--- config.mk ---
export PLATFORM = sky130hd
export DESIGN_NAME = inst_fetch_ctrl_flat
export DESIGN_NICKNAME = d
export VERILOG_FILES = /design/src/rtl/inst_fetch_ctrl_if.sv /design/src/rtl/inst_fetch_ctrl.sv /design/src/flat_wrapper.sv
export SDC_FILE = /design/constraint.sdc
export NUM_CORES = 1
export LEC_CHECK = 0
export BUFFER_PORTS_ARGS = -buffer_cell sky130_fd_sc_hd__buf_2
export CAP_MARGIN = 0
export CORE_ASPECT_RATIO = 2
export CORE_MARGIN = 3
export CORE_UTILIZATION = 40
export CTS_BUF_LIST = sky130_fd_sc_hd__clkbuf_4 sky130_fd_sc_hd__clkbuf_8 sky130_fd_sc_hd__clkbuf_16
export DETAILED_ROUTE_END_ITERATION = 10
export GPL_TIMING_DRIVEN = 0
export PLACE_DENSITY = 0.69
export SLEW_MARGIN = 20
export SYNTH_ARGS = -nofsm -noshare
export SYNTH_HDL_FRONTEND = slang
export SYNTH_SLANG_ARGS = --single-unit
export TNS_END_PERCENT = 1
--- constraint.sdc ---
create_clock -name clk -period 4 [get_ports clk]
set_input_delay 0.6 -clock clk [delete_from_list [all_inputs] [get_ports clk]]
set_output_delay 0.6 -clock clk [all_outputs]
set_load 0.02 [all_outputs]
--- src/rtl/inst_fetch_ctrl_if.sv ---
// SRAM-like instruction fetch port between the fetch controller and the AXI bridge.
// The controller takes the master modport and the bridge takes the slave modport.
interface inst_fetch_ctrl_if;
    logic        inst_sram_req;
    logic        inst_sram_wr;
    logic [1:0]  inst_sram_size;
    logic [3:0]  inst_sram_wstrb;
    logic [31:0] inst_sram_addr;
    logic [31:0] inst_sram_wdata;
    logic        inst_sram_addr_ok;
    logic        inst_sram_data_ok;
    logic [31:0] inst_sram_rdata;

    modport master (
        output inst_sram_req,
        output inst_sram_wr,
        output inst_sram_size,
        output inst_sram_wstrb,
        output inst_sram_addr,
        output inst_sram_wdata,
        input  inst_sram_addr_ok,
        input  inst_sram_data_ok,
        input  inst_sram_rdata
    );

    modport slave (
        input  inst_sram_req,
        input  inst_sram_wr,
        input  inst_sram_size,
        input  inst_sram_wstrb,
        input  inst_sram_addr,
        input  inst_sram_wdata,
        output inst_sram_addr_ok,
        output inst_sram_data_ok,
        output inst_sram_rdata
    );
endinterface

--- src/rtl/inst_fetch_ctrl.sv ---
// Fetch stage controller: one outstanding fetch, a one-entry instruction buffer and redirect handling.
// Define FETCH_BYPASS_EN to forward returned data straight to decode when it can accept, skipping HOLD.
module inst_fetch_ctrl #(
    parameter logic [31:0] PC_RESET = 32'h1c000000
) (
    input  logic                      clk,
    input  logic                      reset,
    inst_fetch_ctrl_if.master         sram,
    input  logic                      redirect_valid,
    input  logic [31:0]               redirect_pc,
    input  logic                      ds_allowin,
    output logic                      fs_to_ds_valid,
    output logic [31:0]               fs_pc,
    output logic [31:0]               fs_inst
);

    typedef enum logic [1:0] {
        S_REQ  = 2'd0,
        S_WAIT = 2'd1,
        S_HOLD = 2'd2
    } state_t;

    state_t      state;
    state_t      state_next;
    logic [31:0] fetch_pc;
    logic [31:0] fetch_pc_next;
    logic [31:0] pend_pc;
    logic [31:0] pend_pc_next;
    logic        discard;
    logic        discard_next;
    logic [31:0] ibuf_inst;
    logic [31:0] ibuf_inst_next;
    logic [31:0] ibuf_pc;
    logic [31:0] ibuf_pc_next;
    logic        req_int;
    logic        valid_int;

    assign sram.inst_sram_wr    = 1'b0;
    assign sram.inst_sram_size  = 2'b10;
    assign sram.inst_sram_wstrb = 4'b0000;
    assign sram.inst_sram_wdata = 32'h0;
    // fetch_pc only changes outside REQ, so the address stays put until the handshake completes
    assign sram.inst_sram_addr  = fetch_pc;
    assign sram.inst_sram_req   = req_int & ~reset;
    assign fs_to_ds_valid       = valid_int & ~reset;

    always_ff @(posedge clk or posedge reset) begin
        if (reset) begin
            state     <= S_REQ;
            fetch_pc  <= PC_RESET;
            pend_pc   <= 32'h0;
            discard   <= 1'b0;
            ibuf_inst <= 32'h0;
            ibuf_pc   <= PC_RESET;
        end else begin
            state     <= state_next;
            fetch_pc  <= fetch_pc_next;
            pend_pc   <= pend_pc_next;
            discard   <= discard_next;
            ibuf_inst <= ibuf_inst_next;
            ibuf_pc   <= ibuf_pc_next;
        end
    end

    always_comb begin
        state_next     = state;
        fetch_pc_next  = fetch_pc;
        pend_pc_next   = pend_pc;
        discard_next   = discard;
        ibuf_inst_next = ibuf_inst;
        ibuf_pc_next   = ibuf_pc;
        req_int        = 1'b0;
        valid_int      = 1'b0;
        fs_pc          = ibuf_pc;
        fs_inst        = ibuf_inst;

        case (state)
            S_REQ: begin
                req_int = 1'b1;
                if (redirect_valid) begin
                    pend_pc_next = redirect_pc;
                    discard_next = 1'b1;
                end
                if (sram.inst_sram_addr_ok) begin
                    state_next = S_WAIT;
                end
            end

            S_WAIT: begin
                if (sram.inst_sram_data_ok) begin
                    if (redirect_valid) begin
                        fetch_pc_next = redirect_pc;
                        discard_next  = 1'b0;
                        state_next    = S_REQ;
                    end else if (discard) begin
                        fetch_pc_next = pend_pc;
                        discard_next  = 1'b0;
                        state_next    = S_REQ;
                    end else begin
`ifdef FETCH_BYPASS_EN
                        if (ds_allowin) begin
                            valid_int     = 1'b1;
                            fs_inst       = sram.inst_sram_rdata;
                            fs_pc         = fetch_pc;
                            fetch_pc_next = fetch_pc + 32'd4;
                            state_next    = S_REQ;
                        end else begin
                            ibuf_inst_next = sram.inst_sram_rdata;
                            ibuf_pc_next   = fetch_pc;
                            state_next     = S_HOLD;
                        end
`else
                        ibuf_inst_next = sram.inst_sram_rdata;
                        ibuf_pc_next   = fetch_pc;
                        state_next     = S_HOLD;
`endif
                    end
                end else if (redirect_valid) begin
                    pend_pc_next = redirect_pc;
                    discard_next = 1'b1;
                end
            end

            S_HOLD: begin
                // A redirect kills the buffered instruction even if decode is ready for it
                if (redirect_valid) begin
                    ibuf_inst_next = 32'h0;
                    fetch_pc_next  = redirect_pc;
                    state_next     = S_REQ;
                end else begin
                    valid_int = 1'b1;
                    if (ds_allowin) begin
                        fetch_pc_next = fetch_pc + 32'd4;
                        state_next    = S_REQ;
                    end
                end
            end

            default: begin
                state_next = S_REQ;
            end
        endcase
    end

endmodule

--- src/flat_wrapper.sv ---
// flat-port wrapper written by rule: the top's interface ports become plain ports
module inst_fetch_ctrl_flat 
#(
    parameter logic [31:0] PC_RESET = 32'h1c000000
)
  (clk, reset, redirect_valid, redirect_pc, ds_allowin, fs_to_ds_valid, fs_pc, fs_inst, sram_inst_sram_req, sram_inst_sram_wr, sram_inst_sram_size, sram_inst_sram_wstrb, sram_inst_sram_addr, sram_inst_sram_wdata, sram_inst_sram_addr_ok, sram_inst_sram_data_ok, sram_inst_sram_rdata);
  inst_fetch_ctrl_if sram_i ();
  input  logic clk;
  input  logic reset;
  input  logic redirect_valid;
  input  logic [31:0] redirect_pc;
  input  logic ds_allowin;
  output logic fs_to_ds_valid;
  output logic [31:0] fs_pc;
  output logic [31:0] fs_inst;
  output wire logic [$bits(sram_i.inst_sram_req)-1:0] sram_inst_sram_req;
  output wire logic [$bits(sram_i.inst_sram_wr)-1:0] sram_inst_sram_wr;
  output wire logic [$bits(sram_i.inst_sram_size)-1:0] sram_inst_sram_size;
  output wire logic [$bits(sram_i.inst_sram_wstrb)-1:0] sram_inst_sram_wstrb;
  output wire logic [$bits(sram_i.inst_sram_addr)-1:0] sram_inst_sram_addr;
  output wire logic [$bits(sram_i.inst_sram_wdata)-1:0] sram_inst_sram_wdata;
  input wire logic [$bits(sram_i.inst_sram_addr_ok)-1:0] sram_inst_sram_addr_ok;
  input wire logic [$bits(sram_i.inst_sram_data_ok)-1:0] sram_inst_sram_data_ok;
  input wire logic [$bits(sram_i.inst_sram_rdata)-1:0] sram_inst_sram_rdata;
  assign sram_inst_sram_req = sram_i.inst_sram_req;
  assign sram_inst_sram_wr = sram_i.inst_sram_wr;
  assign sram_inst_sram_size = sram_i.inst_sram_size;
  assign sram_inst_sram_wstrb = sram_i.inst_sram_wstrb;
  assign sram_inst_sram_addr = sram_i.inst_sram_addr;
  assign sram_inst_sram_wdata = sram_i.inst_sram_wdata;
  assign sram_i.inst_sram_addr_ok = sram_inst_sram_addr_ok;
  assign sram_i.inst_sram_data_ok = sram_inst_sram_data_ok;
  assign sram_i.inst_sram_rdata = sram_inst_sram_rdata;
  inst_fetch_ctrl #(.PC_RESET(PC_RESET)) u_core (.clk(clk), .reset(reset), .sram(sram_i), .redirect_valid(redirect_valid), .redirect_pc(redirect_pc), .ds_allowin(ds_allowin), .fs_to_ds_valid(fs_to_ds_valid), .fs_pc(fs_pc), .fs_inst(fs_inst));
endmodule
==> results.cfg <==
[clock_tree]
cts.repair.resized = 0
clk_pin_slew_ns = 0.06
hold_buffers = 0
cts_setup_buffers = 0
ctsRootBufferMaster = clkbuf_16
cts.path.max_buffers = 2
clock_latency_ns = 0.42
clock-sinks = 131
numCtsBuffers = 17
cts_tree = built
ctsHtreeMaxLevel = 4

[worst_setup_path]
cp_max_fo = 10
r2r-end = u_core.fs_pc[9]$_DFFE_PP0P_
critPathArrivalTime_ns = 2.52
reg2reg_setup_slack_ns = 1.52
r2r_cells = 7
endpoint_kind = output port
path_class = register to output port
start_kind = register
worstReg2RegStart = u_core.state[1]$_DFFE_PP0P_
crit_required_ns = 3.40

[sta]
hold_slack_ns = 0.277
fin_skew_ns = 0.00975
rsz0062_at_grt = false
report.final.hold_viol_count = 0
final-setup-viol-count = 0
finalSetupTns_ns = 0
finalMaxSlewViolations = 0
finalCritPeriodShare = 0.780
fmax_mhz = 321
post-route-min-period_ns = 3.12
slew_headroom = 0.508
worst_pin_slew_ns = 0.738

[global_route]
grt_max_degree = 33
grt_pass1_vias = 5904
antenna_found_initial = 2
grt_overflow_total = 0
grt_pass1_wl_um = 31300
grt_usage = 0.218

[synth]
avgSynthCellArea_um2 = 10.2
synth_common_cells = 125 x dfrtp_1, 94 x nand2_1, 65 x mux2_2, 42 x buf_4, 42 x o21ai_0
synth_ff_type = dfrtp_1
ys_seq_area_frac = 0.493
ys_ff_latch = 131
synth_top_area_cell = dfrtp_1
yosysMostFrequentCell = dfrtp_1
yosys-top-cells-area = dfrtp_1 47%, mux2_2 11%, nand2_1 5.3%
async_flop_share = 1.00
synth_cells = 653
synth_edf_count = 0
synth.distinct_cells = 60
syn_area_um2 = 6670
yosysTopAreaCellShare = 0.469
yosys_warnings = 0

[flow_run]
max-cap-violations = 0

[placement]
gp_congestion = 0.867
place_area_um2 = 7990
dpl.cell_count = 1065
portBuffers = 167
post-dp-hpwl_um = 15200

[drt]
ant_nets = 0
viasPerCell = 5.27
drcViolationCount = 0
drt_iter0_markers = 259
first_pass_iters = 7
wl_per_cell_um = 18.4
vias = 5795
wirelength_um = 20200

[floorplanning]
die_h_um = 189
die_area_um2 = 18300
die_w_um = 97.3
core_area_um2 = 16300
ios = 207
start_util = 0.410
num_rows = 66

[finish]
layout.cells.non_filler = 1100
multi_input_area_um2 = 2950
area_growth_pct = 28.7
stdcell_area_um2 = 8580
final_core_util = 0.527
seqCellArea_um2 = 3290
layout.nets = 955
drive_gt1_frac = 0.393
fillers = 1538

[pwr]
peakVddDrop_mv = 0.356
p_leak_nw = 4.24
powerDensity_nw_per_um2 = 814

[status]
status = finished clean

[hold_path]
hp-class = input pin to async pin
metrics by stage:
stage / power [mW] / setup slack [ns]
floorplan: 4.40 / 1.78
global placement: 5.37 / 0.799
detailed placement: 5.46 / 1.38
CTS: 7.04 / 0.891
global route: 7.40 / 0.802
finish: 6.98 / 0.880
kinds of logic after synthesis:
| kind of cell | after synthesis | share of synthesized area |
|---|---|---|
| flops | 131 | 0.493 |
| compound gates | 141 | 0.131 |
| other cells | 2 | 0.00113 |
| simple gates | 213 | 0.167 |
| fa+ha+maj | 5 | 0.00938 |
| buf+inv | 94 | 0.0858 |
| mux | 67 | 0.113 |
routing by layer:
layer	up-vias	GRT usage	wire length, um
met1	2794	0.221	7090
met2	249	0.411	11100
met3	48	0.0378	1100
met4	0	0.125	889
met5	-	0	0
li1	2704	-	-
report_power, final:
group	switching (mW)	internal [mW]
clock network	0.624	0.921
logic	1.76	1.14
registers	0.539	2.00
worst max-delay path, cell delays in order, from the launching register on:
cell	delay [ns]
dfrtp_1	0.36
inv_1	0.09
ha_1	0.21
buf_2	0.18
nand2b_2	0.13
buf_2	0.28
buf_1	0.61
nor2_1	0.07
buf_2	0.18
area by class of cell:
cell class / instances / share of cell area
diodes: 3 / 0.000875
plain buffers: 82 / 0.0614
clock buffers: 17 / 0.0496
clock inverters: 15 / 0.0185
inverters: 12 / 0.00569
multi-input cells: 465 / 0.344
flip-flops and latches: 131 / 0.383
well taps: 204 / 0.0297
repair buffers: 171 / 0.108
placed cells by master (no fill, tap or decap), types with 3 or more instances in the layout:
cell        instances
o21ai_0            42
ha_1                5
buf_6               3
and3_1              5
nor2_1             23
clkinvlp_4          7
inv_6               3
o22ai_1             3
dfrtp_1           125
nand2_1            94
buf_1               4
nor3b_1            20
buf_12              3
nand2b_1            5
a22o_1              7
nand3_1            33
buf_4              42
clkbuf_1           15
nor3_1              6
nor2b_1             4
a31oi_1            16
nand4_4             3
conb_1             39
inv_1              11
clkbuf_16          17
buf_2             183
o21ai_1            13
diode_2             3
a221oi_1            3
dfstp_2             6
a21oi_1            33
mux2_2             65
nand4_1             5
a41oi_1             3
a211oi_1            4
worst max path at each step:
stage	from	to	slack (ns)	cells after the start
5_1_grt	u_core.state[0]$_DFFE_PP0P_	fs_to_ds_valid	0.80	8
3_3_place_gp	reset	u_core.fs_pc[24]$_DFFE_PP0P_	0.80	2
4_1_cts	u_core.state[0]$_DFFE_PP0P_	fs_to_ds_valid	0.89	8
2_1_floorplan	reset	u_core.discard$_DFFE_PP0P_	1.78	1
3_5_place_dp	u_core.state[0]$_DFFE_PP0P_	fs_to_ds_valid	1.38	8
6_report	u_core.state[0]$_DFFE_PP0P_	fs_to_ds_valid	0.88	8
state kept, by name, indices dropped and copies added (netlist names):
signal,count
u_core.sram.inst_sram_addr,32
u_core.fs_pc,32
u_core.discard,1
u_core.state,2
u_core.fs_inst,32
u_core.pend_pc,32
No activity file was read; power rests on OpenSTA's default activity.
